## src/rtl/alu16_pipe.sv

```systemverilog
// Two-stage pipelined Hack ALU with a valid/ready handshake on both sides.
// S1 presets the operands. S2 computes the result, applies the output negate, and registers the flags.

module not16 (
   input  logic [15:0] a,
   output logic [15:0] y
);
   assign y = ~a;
endmodule

module alu16_pipe (
   input  logic        clk,
   input  logic        rst_n,
   input  logic [15:0] x,
   input  logic [15:0] y,
   input  logic        zx,
   input  logic        nx,
   input  logic        zy,
   input  logic        ny,
   input  logic        f,
   input  logic        no,
   input  logic        in_valid,
   output logic        in_ready,
   output logic [15:0] out,
   output logic        zr,
   output logic        ng,
   output logic        out_valid,
   input  logic        out_ready
);
   logic        s1_valid;
   logic [15:0] x1, y1;
   logic        f1, no1;
   logic        s1_adv, s2_adv;
   logic [15:0] xz, xn, xp;
   logic [15:0] yz, yn, yp;
   logic [15:0] r, rn, res;

   assign s2_adv   = !out_valid || out_ready;
   assign s1_adv   = !s1_valid || s2_adv;
   assign in_ready = s1_adv;

   assign xz = zx ? 16'h0000 : x;
   assign yz = zy ? 16'h0000 : y;

   not16 u_nx (.a(xz), .y(xn));
   not16 u_ny (.a(yz), .y(yn));

   assign xp = nx ? xn : xz;
   assign yp = ny ? yn : yz;

   // When S1 advances, in_ready is high, so in_valid alone means accept.
   always_ff @(posedge clk or negedge rst_n) begin
      if (!rst_n) begin
         s1_valid <= 1'b0;
         x1       <= 16'h0000;
         y1       <= 16'h0000;
         f1       <= 1'b0;
         no1      <= 1'b0;
      end else if (s1_adv) begin
         s1_valid <= in_valid;
         if (in_valid) begin
            x1  <= xp;
            y1  <= yp;
            f1  <= f;
            no1 <= no;
         end
      end
   end

   assign r = f1 ? (x1 + y1) : (x1 & y1);

   not16 u_no (.a(r), .y(rn));

   assign res = no1 ? rn : r;

   always_ff @(posedge clk or negedge rst_n) begin
      if (!rst_n) begin
         out_valid <= 1'b0;
         out       <= 16'h0000;
         zr        <= 1'b0;
         ng        <= 1'b0;
      end else if (s2_adv) begin
         out_valid <= s1_valid;
         if (s1_valid) begin
            out <= res;
            zr  <= (res == 16'h0000);
            ng  <= res[15];
         end
      end
   end
endmodule

```

## config.mk

```make
export PLATFORM = sky130hd
export DESIGN_NAME = alu16_pipe
export DESIGN_NICKNAME = d
export VERILOG_FILES = /design/src/rtl/alu16_pipe.sv
export SDC_FILE = /design/constraint.sdc
export NUM_CORES = 1
export LEC_CHECK = 0
export BUFFER_PORTS_ARGS = -buffer_cell sky130_fd_sc_hd__buf_2
export CORE_UTILIZATION = 50
export CTS_CLUSTER_SIZE = 30
export DETAILED_ROUTE_END_ITERATION = 16
export PLACE_DENSITY = 0.74
export SKIP_CTS_REPAIR_TIMING = 1
export SYNTH_ARGS = -nofsm -noshare
export SYNTH_HDL_FRONTEND = slang
export SYNTH_SLANG_ARGS = --single-unit
```

## constraint.sdc

```tcl
create_clock -name clk -period 9.4 [get_ports clk]
set_input_delay 1.41 -clock clk [delete_from_list [all_inputs] [get_ports clk]]
set_output_delay 1.41 -clock clk [all_outputs]
set_load 0.01 [all_outputs]
```

==> results.sh, run 1 <==
export IMPL_fin_crit_sh_pct=34.9
export IMPL_synth_most_common_cell="nand2_1"
export IMPL_portBuffers=61
export IMPL_root_buffer="clkbuf_8"
export IMPL_hold_class="reg2reg"
export IMPL_cts_buffers=5
export IMPL_drtIter0Drc=253
export IMPL_drt_first_pass_iters=5
export IMPL_pin_count=62
export IMPL_finalInstanceArea_um2=4250
export IMPL_maxCapViolCount=0
export IMPL_synth_edf_count=0
export IMPL_n_antenna_cell=0
export IMPL_cts_tree="built"
export IMPL_crit_fanout=5
export IMPL_synth_warnings=0
export IMPL_critPathMaxStageDelay_ps=500
export IMPL_synth_largest_area_cell="dfrtp_1"
export IMPL_coreArea_um2=7330
export IMPL_max_freq_mhz=305
export IMPL_ys_async_sr_fraction_pct=100
export IMPL_status="finished, final reports clean"
export IMPL_p_per_area_nw_per_um2=199
export IMPL_die_area_um2=8010
export IMPL_place_area_um2=4170
export IMPL_via_per_inst=5.41
export IMPL_cts_reportedPaths_clkPinSlew_ps=90
export IMPL_slew_viol_final=0
export IMPL_finalSetupViolCount=0
export IMPL_routabilityCongestion=0.857
export IMPL_ctsLongestPathBuffers=2
export IMPL_finalHoldViolCount=0
export IMPL_crit_buf_inv=0
export IMPL_wl_per_cell_um=13.1
export IMPL_fin_skew_ps=8.29
export IMPL_crit_path_top_delay_cell="or4b_1"
export IMPL_leakage_nw=1.82
export IMPL_ys_flop_type="dfrtp_1"
export IMPL_h_tree_depth=2
export IMPL_crit_path_start_kind="flip-flop"
export IMPL_seq_area_frac_synth_pct=34.7
export IMPL_fin_setup_tns_ps=0
export IMPL_initial_core_util_pct=52.2
export IMPL_synth_top_cell_area_share_pct=34.7
export IMPL_dp_hpwl_mm=5.79
export IMPL_tightest_slew_ps=1120
export IMPL_arrival_ps=3520
export IMPL_required_ps=9640
export IMPL_cts_sinks=53
export IMPL_grt_pass1_wl_mm=13.1
export IMPL_overflow=0
export IMPL_worstPathCellList="ha_1, fa_1, a211oi_1, o21a_1, o31a_1, o221ai_1, a31o_2, xnor2_1, or4b_1, o21ai_1"
export IMPL_slew_headroom_pct=25.1
export IMPL_p_total_mw=0.848
export IMPL_antenna_found_initial=0
export IMPL_num_rows=31
export IMPL_holdWs_ps=480
export IMPL_synthTopCellsByArea="dfrtp_1 (35%), xnor2_1 (8.9%), o21ai_0 (6.7%)"
export IMPL_ant_nets=0
export IMPL_drc=0
export IMPL_cp_end_kind="flip-flop"
export IMPL_final_util_pct=58.0
export IMPL_die_x_um=89.5
export IMPL_post_route_min_period_ps=3280
export IMPL_drt_wl_total_mm=7.67
export IMPL_syn_area_um2=3830
export IMPL_area_growth_synth_to_final_pct=11.1
export IMPL_vias=3176
export IMPL_synth_cell_types=55
export IMPL_syn_area_per_cell_um2=8.62
export IMPL_synth_nets=503
export IMPL_ys_ff_latch=53
export IMPL_worstSetupPathType="reg2reg"
export IMPL_syn_inst=444
export IMPL_clock_latency_ps=320
export IMPL_die_h_um=89.5
export IMPL_nets=546
export IMPL_rsz0062_at_grt="false"
export IMPL_drive_gt1_share_pct=17.6
export IMPL_grt_pass1_vias=2834
export IMPL_grt_max_degree=67
export IMPL_synth_commonest_cells="nand2_1 (61), dfrtp_1 (53), o21ai_0 (51), xnor2_1 (39), nor2b_1 (38)"
export IMPL_grtUsageTotal_pct=21.1
export IMPL_critPathTopFamily="compound AO/OA/AOI/OAI gates"
export IMPL_ir_worst_vdd_v=0.0000746
layout make-up:
| type | instances | area [um2] |
|---|---|---|
| Clock buffer | 5 | 68.8 |
| Clock inverter | 3 | 17.5 |
| Fill cell | 676 | 3080 |
| Inverter | 5 | 18.8 |
| Multi-Input combinational cell | 358 | 2370 |
| Sequential cell | 53 | 1330 |
| Tap cell | 99 | 124 |
| Timing Repair Buffer | 64 | 328 |
registers in the layout (all words and copies together), names as in the netlist:
register   count
zr             1
out           16
f1             1
y1            16
out_valid      1
x1            16
no1            1
s1_valid       1
per-layer routing:
layer	vias up	GRT usage (%)	part of all wire, %
met5	-	0	0
met4	0	5.77	1.1
met3	9	3.69	4.5
met2	91	34.4	44
met1	1435	28.9	51
li1	1641	-	-
per-stage QoR:
step | std cells | worst slack, ps
final | 587 | 6120
after global routing | 587 | 5920
after CTS | 587 | 6100
after detailed placement | 579 | 6060
after global placement | 579 | 6110
after floorplan | 444 | 6370
worst min-delay path, cell delays in order, from the launching register on:
cell and delay, ps:
dfrtp_1 350, nand2_1 50, o21ai_0 60
logic make-up (layout without fill, tap and decap cells):
| logic type | Yosys count | after routing | share of synthesized area [%] |
|---|---|---|---|
| adder cells (fa/ha/maj) | 17 | 17 | 5.75 |
| flip-flops | 53 | 53 | 34.7 |
| multiplexers | 12 | 12 | 3.40 |
| AO/OA/AOI/OAI | 102 | 102 | 16.7 |
| buffers and inverters | 33 | 77 | 3.47 |
| XOR/XNOR | 48 | 48 | 11.0 |
| AND/OR/NAND/NOR | 179 | 179 | 25.0 |
path summary, 6_finish.rpt:
| path | start | end | slack, ps | cells after the start |
|---|---|---|---|---|
| max | x1[0]$_DFFE_PN0P_ | zr$_DFFE_PN0P_ | 6120 | 10 |
| min | out[2]$_DFFE_PN0P_ | out[2]$_DFFE_PN0P_ | 480 | 2 |
| max reg2reg | x1[0]$_DFFE_PN0P_ | zr$_DFFE_PN0P_ | 6120 | 10 |
| min reg2reg | out[2]$_DFFE_PN0P_ | out[2]$_DFFE_PN0P_ | 480 | 2 |
| max in group asynchronous | rst_n | y1[7]$_DFFE_PN0P_ | 7410 | 1 |
| min in group asynchronous | rst_n | out[6]$_DFFE_PN0P_ | 1310 | 1 |
report_power, final:
| part | switching (mW) | total [mW] | internal, mW |
|---|---|---|---|
| clock | 0.0761 | 0.128 | 0.0516 |
| combinational | 0.229 | 0.406 | 0.177 |
| sequential | 0.0303 | 0.314 | 0.284 |
| total | 0.335 | 0.848 | 0.512 |
cell usage in the layout, fill, tap and decap left out, types with 7 or more instances in the layout:
cell,Yosys,routed
nand3_1,12,12
dfrtp_1,53,53
nor2b_1,38,38
nand2_1,61,61
ha_1,16,16
buf_2,4,61
nor3_1,8,8
nor2_1,14,14
xor2_1,9,9
nand2b_1,8,8
a21oi_1,9,9
mux2_2,8,8
xnor2_1,39,39
o21ai_0,51,51
nand3b_1,7,7
No activity file was read; power rests on OpenSTA's default activity.
==> run 2: changes to the inputs <==
Settings changed: ABC_AREA set to 1, PLACE_DENSITY 0.74 to 0.77.
Clock period 9.4 ns to 2.85 ns, I/O delays scaled along.
==> run 2 against run 1 <==
Compared with the run above:
- via count rose by 14%
- clock power rose to 3.4 times the previous value
- largest power group unchanged
- register-to-register slack got worse by 5600 ps
- critical path depth rose by 7
- power rose to 3.4 times the previous value
- flip-flop and latch count did not move
- synthesized cell count rose by 26%
- first-iteration DRC count rose by 5.9%
- setup slack got worse by 5600 ps
- cell count rose by 21%
- sequential share of layout area fell by 0.12 points
- critical path type unchanged
- sequential power rose to 3.4 times the previous value
==> results.sh, run 2 <==
export IMPL_cts_buffers=5
export IMPL_synth_commonest_cells="nand2_1 (212), nand3_1 (68), dfrtp_1 (53), o21ai_0 (46), inv_1 (43)"
export IMPL_coreArea_um2=7290
export IMPL_die_h_um=89.2
export IMPL_ant_nets=0
export IMPL_ys_flop_type="dfrtp_1"
export IMPL_grt_pass1_wl_mm=14.3
export IMPL_area_growth_synth_to_final_pct=12.4
export IMPL_arrival_ps=2550
export IMPL_num_rows=31
export IMPL_synth_most_common_cell="nand2_1"
export IMPL_cts_reportedPaths_clkPinSlew_ps=100
export IMPL_syn_area_per_cell_um2=6.80
export IMPL_cts_tree="built"
export IMPL_rsz0062_at_grt="false"
export IMPL_clock_latency_ps=310
export IMPL_cts_sinks=53
export IMPL_crit_path_start_kind="flip-flop"
export IMPL_synth_top_family_by_area="simple AND/OR/NAND/NOR gates"
export IMPL_use_met2_pct=35.6
export IMPL_drc=0
export IMPL_drt_wl_total_mm=8.24
export IMPL_routabilityCongestion=0.891
export IMPL_pre_cts_slack_ps=586
export IMPL_via_per_inst=5.09
export IMPL_synth_simple_area_share_pct=35.8
export IMPL_crit_fanout=4
export IMPL_slew_viol_final=0
export IMPL_synth_top_cell_area_share_pct=34.9
export IMPL_timing_final_ws_setup_ps=555
export IMPL_synth_edf_count=0
export IMPL_synth_compound_area_share_pct=8.20
export IMPL_overflow=0
export IMPL_synthXorXnorAreaFrac_pct=8.07
export IMPL_h_tree_depth=2
export IMPL_vias=3611
export IMPL_worstPathCellList="ha_1, fa_1, nand2_1, nand2_2, nand3_2, nand2_2, nand2_1, nand3_1, nand2_1, nand2_1, nand2_1, nand2_1, nor2_1, nand2_1, nor2_1, nand3_1, nand2_1"
export IMPL_die_x_um=89.2
export IMPL_seq_area_frac_synth_pct=34.9
export IMPL_synthTopCellsByArea="dfrtp_1 (35%), nand2_1 (21%), nand3_1 (9.0%)"
export IMPL_crit_start="x1[0]$_DFFE_PN0P_"
export IMPL_critPathTopFamily="simple AND/OR/NAND/NOR gates"
export IMPL_synth_largest_area_cell="dfrtp_1"
export IMPL_synthMuxAreaShare_pct=0
export IMPL_portBuffers=61
export IMPL_ir_worst_vdd_v=0.000243
export IMPL_mostFrequentLayoutCell="nand2_1"
export IMPL_grt_max_degree=33
export IMPL_crit_top_cell="nand2_1"
export IMPL_wl_per_cell_um=11.6
export IMPL_n_antenna_cell=0
export IMPL_crit_buf_inv=0
export IMPL_gr_max_usage_layer="met2"
export IMPL_antenna_found_initial=0
export IMPL_fin_setup_tns_ps=0
export IMPL_cp_end_kind="flip-flop"
export IMPL_ys_ff_latch=53
export IMPL_synth_warnings=0
export IMPL_finalHoldViolCount=0
export IMPL_synth_nets=618
export IMPL_placed_cells=702
export IMPL_required_ps=3110
export IMPL_p_per_area_nw_per_um2=683
export IMPL_final_cell_mix="nand2_1 (212), nand3_1 (68), buf_2 (61)"
export IMPL_finalSetupViolCount=0
export IMPL_grtUsageTotal_pct=22.9
export IMPL_critPathMaxStageDelay_ps=420
export IMPL_synthAdderAreaFrac_pct=5.80
export IMPL_ys_async_sr_fraction_pct=100
export IMPL_ctsLongestPathBuffers=2
export IMPL_reg_top3="out x16, x1 x16, y1 x16"
export IMPL_root_buffer="clkbuf_8"
export IMPL_tightest_slew_ps=809
export IMPL_max_freq_mhz=436
export IMPL_die_area_um2=7950
export IMPL_post_route_min_period_ps=2300
export IMPL_fin_crit_sh_pct=80.5
export IMPL_initial_core_util_pct=52.1
export IMPL_drive_gt1_share_pct=15.1
export IMPL_status="finished, final reports clean"
export IMPL_slew_headroom_pct=46.0
export IMPL_drtIter0Drc=268
export IMPL_grtUsageMet3_pct=3.60
export IMPL_fin_cells=710
export IMPL_syn_area_um2=3800
export IMPL_leakage_nw=2.29
export IMPL_hold_class="in2async"
export IMPL_fin_skew_ps=6.14
export IMPL_pin_count=62
export IMPL_nets=669
export IMPL_crit_path_top_delay_cell="fa_1"
export IMPL_use_met1_pct=32.7
export IMPL_r2r_start="x1[0]$_DFFE_PN0P_"
export IMPL_syn_inst=559
export IMPL_maxCapViolCount=0
export IMPL_grt_pass1_vias=3200
export IMPL_drt_first_pass_iters=5
export IMPL_p_total_mw=2.91
export IMPL_worstSetupPathType="reg2reg"
export IMPL_dp_hpwl_mm=6.44
export IMPL_synth_cell_types=27
[run 2: kinds of logic after synthesis]
group                    count (synthesis)
AO/OA/AOI/OAI                           60
XOR/XNOR                                35
adder cells (fa/ha/maj)                 17
buffers and inverters                   70
flip-flops                              53
AND/OR/NAND/NOR                        324
[run 2: worst reg2reg max path: cells and delay by family, from the launching register on]
kind / cells / cell delay [ps]
flip-flops: 1 / 400
adder cells (fa/ha/maj): 2 / 670
AND/OR/NAND/NOR: 15 / 1170
[run 2: layout make-up]
class / count / area [um2]
multi-input cells: 436 / 2200
well taps: 99 / 124
flip-flops and latches: 53 / 1330
clock inverters: 3 / 21.3
repair buffers: 68 / 358
inverters: 46 / 173
fillers: 722 / 3020
clock buffers: 5 / 68.8
[run 2: power breakdown]
group / switching [mW] / internal (mW)
clock network: 0.260 / 0.175
registers: 0.118 / 0.941
logic: 0.886 / 0.535
total: 1.26 / 1.65
[run 2: worst paths after layout]
check                                     endpoint  slack, ps  cells past startpoint
max in group asynchronous       x1[14]$_DFFE_PN0P_       2010                      2
worst max register to register      zr$_DFFE_PN0P_        550                     17
worst min-delay path            out[1]$_DFFE_PN0P_         70                      1
worst min register to register  out[5]$_DFFE_PN0P_        490                      2
min in group clk                    f1$_DFFE_PN0P_        320                      3
worst max-delay path                zr$_DFFE_PN0P_        550                     17
[run 2: layer usage]
metal,share of wire (%),wire length [um]
met1,49,4050
met2,43,3560
met3,5.7,474
met4,2.0,165
met5,0,0
[run 2: through the flow]
stage	utilization [%]	hold slack (ps)	instance area (um2)
global route	58.5	105	4270
CTS	58.5	84.6	4270
global placement	57.3	416	4180
finish	58.5	67.1	4270
floorplan	-	132	3800
detailed placement	57.3	423	4180
==> run 3: changes to the inputs <==
Clock period 2.85 ns to 2.1 ns, I/O delays scaled along.
==> run 3 against run 2 <==
Compared with the run above:
- the run now ends with negative hold slack, negative setup slack left
- fmax is 6.2% higher
- clock skew rose by 0.95 ps
- first-iteration DRC count shrank 11%
- die area stayed put
- combinational power is 56% higher
- global-route usage increased by 0.77 points
- sequential share of layout area fell by 2.2 points
- critical path depth fell by 3
- worst hold slack lost 92 ps
- non-clock buffer count rose by 16
- via count increased by 1.8%
==> results.sh, run 3 (synthesis gave the netlist of run 2 again) <==
export IMPL_status="complete, but fails checks"
export IMPL_violations="negative hold slack, negative setup slack"
export IMPL_drtIter0Drc=239
export IMPL_fin_skew_ps=7.09
export IMPL_drive_gt1_share_pct=21.9
export IMPL_portBuffers=61
export IMPL_worstSetupPathType="reg2reg"
export IMPL_reg_top3="out x16, x1 x16, y1 x16"
export IMPL_pre_cts_slack_ps=-82.6
export IMPL_hold_class="in2async"
export IMPL_p_total_mw=4.28
export IMPL_die_h_um=89.2
export IMPL_overflow=0
export IMPL_wl_per_cell_um=12.1
export IMPL_antenna_found_initial=0
export IMPL_grt_max_degree=54
export IMPL_fillCellCount=684
export IMPL_drt_wl_total_mm=8.79
export IMPL_mostFrequentLayoutCell="nand2_1"
export IMPL_n_antenna_cell=0
export IMPL_die_area_um2=7950
export IMPL_holdWs_ps=-25.3
export IMPL_slew_headroom_pct=58.4
export IMPL_drt_first_pass_iters=5
export IMPL_critPathTopFamily="simple AND/OR/NAND/NOR gates"
export IMPL_slew_viol_final=0
export IMPL_cts_sinks=53
export IMPL_num_rows=31
export IMPL_worstPathCellList="ha_2, fa_2, or2_1, nand3_2, o211ai_1, nand2_1, nand2_1, nor2_1, nand3_1, nor2_1, nand2_1, nor2_1, nand3_1, nand2_1"
export IMPL_maxCapViolCount=0
export IMPL_ant_nets=0
export IMPL_p_per_area_nw_per_um2=929
export IMPL_leakage_nw=2.39
export IMPL_via_per_inst=5.07
export IMPL_grtUsageTotal_pct=23.7
export IMPL_timing_final_ws_setup_ps=-61.8
export IMPL_cts_tree="built"
export IMPL_arrival_ps=2410
export IMPL_ir_worst_vdd_v=0.000297
export IMPL_crit_top_cell="nand2_1"
export IMPL_cp_end_kind="flip-flop"
export IMPL_required_ps=2350
export IMPL_max_freq_mhz=463
export IMPL_crit_path_top_delay_cell="dfrtp_1"
export IMPL_finalInstanceArea_um2=4600
export IMPL_grt_pass1_vias=3313
export IMPL_rsz0062_at_grt="true"
export IMPL_nets=685
export IMPL_ctsLongestPathBuffers=2
export IMPL_fin_crit_sh_pct=103
export IMPL_clock_latency_ps=310
export IMPL_finalHoldViolCount=52
export IMPL_place_area_um2=4270
export IMPL_crit_path_start_kind="flip-flop"
export IMPL_multiInputGateArea_um2=2380
export IMPL_tightest_slew_ps=623
export IMPL_routabilityCongestion=0.914
export IMPL_drc=0
export IMPL_die_x_um=89.2
export IMPL_cts_buffers=5
export IMPL_root_buffer="clkbuf_8"
export IMPL_cts_reportedPaths_clkPinSlew_ps=90
export IMPL_crit_fanout=3
export IMPL_coreArea_um2=7290
export IMPL_crit_buf_inv=0
export IMPL_critPathMaxStageDelay_ps=400
export IMPL_finalSetupViolCount=1
export IMPL_post_route_min_period_ps=2160
export IMPL_pin_count=62
export IMPL_grt_pass1_wl_mm=14.8
export IMPL_area_growth_synth_to_final_pct=21.1
export IMPL_final_cell_mix="nand2_1 (207), buf_2 (61), nand3_1 (60)"
export IMPL_initial_core_util_pct=52.1
export IMPL_vias=3675
export IMPL_h_tree_depth=2
export IMPL_ff_latch_area_um2=1330
export IMPL_dp_hpwl_mm=6.65
-- run 3: area by class of cell --
type	count	share of cell area (%)
Inverter	46	3.75
Sequential cell	53	28.8
Clock buffer	6	1.79
Multi-Input combinational cell	436	51.8
Tap cell	99	2.69
Clock inverter	1	0.163
Timing Repair Buffer	84	10.9
-- run 3: final timing paths --
check	slack [ps]	end	cells after the start	startpoint
setup / recovery	-60	zr$_DFFE_PN0P_	14	y1[0]$_DFFE_PN0P_
hold / removal	-30	out[2]$_DFFE_PN0P_	2	rst_n
setup reg to reg	-60	zr$_DFFE_PN0P_	14	y1[0]$_DFFE_PN0P_
hold reg to reg	480	out[9]$_DFFE_PN0P_	2	out[9]$_DFFE_PN0P_
max in group asynchronous	1890	y1[13]$_DFFE_PN0P_	2	rst_n
min in group clk	200	no1$_DFFE_PN0P_	3	no
-- run 3: through the flow --
step	TNS [ps]	hold slack [ps]	instances	util (%)
2_1_floorplan	0	19.4	559	-
3_3_place_gp	-9.80	326	711	58.6
3_5_place_dp	-82.6	329	711	58.6
4_1_cts	-115	-2.55	718	59.8
5_1_grt	-333	5.37	725	63.1
6_report	-61.8	-25.3	725	63.1
-- run 3: routing by layer --
layer | vias to the layer above | track usage (%) | part of all wire, %
li1 | 1907 | - | -
met1 | 1670 | 32.8 | 49
met2 | 90 | 38.8 | 46
met3 | 8 | 3.32 | 3.6
met4 | 0 | 6.64 | 1.3
met5 | - | 0 | 0
-- run 3: power breakdown --
group / internal [mW] / switching, mW / leakage (nW)
sequential: 1.28 / 0.184 / 0.644
combinational: 0.927 / 1.29 / 1.70
clock: 0.261 / 0.342 / 0.0433
total: 2.47 / 1.81 / 2.39
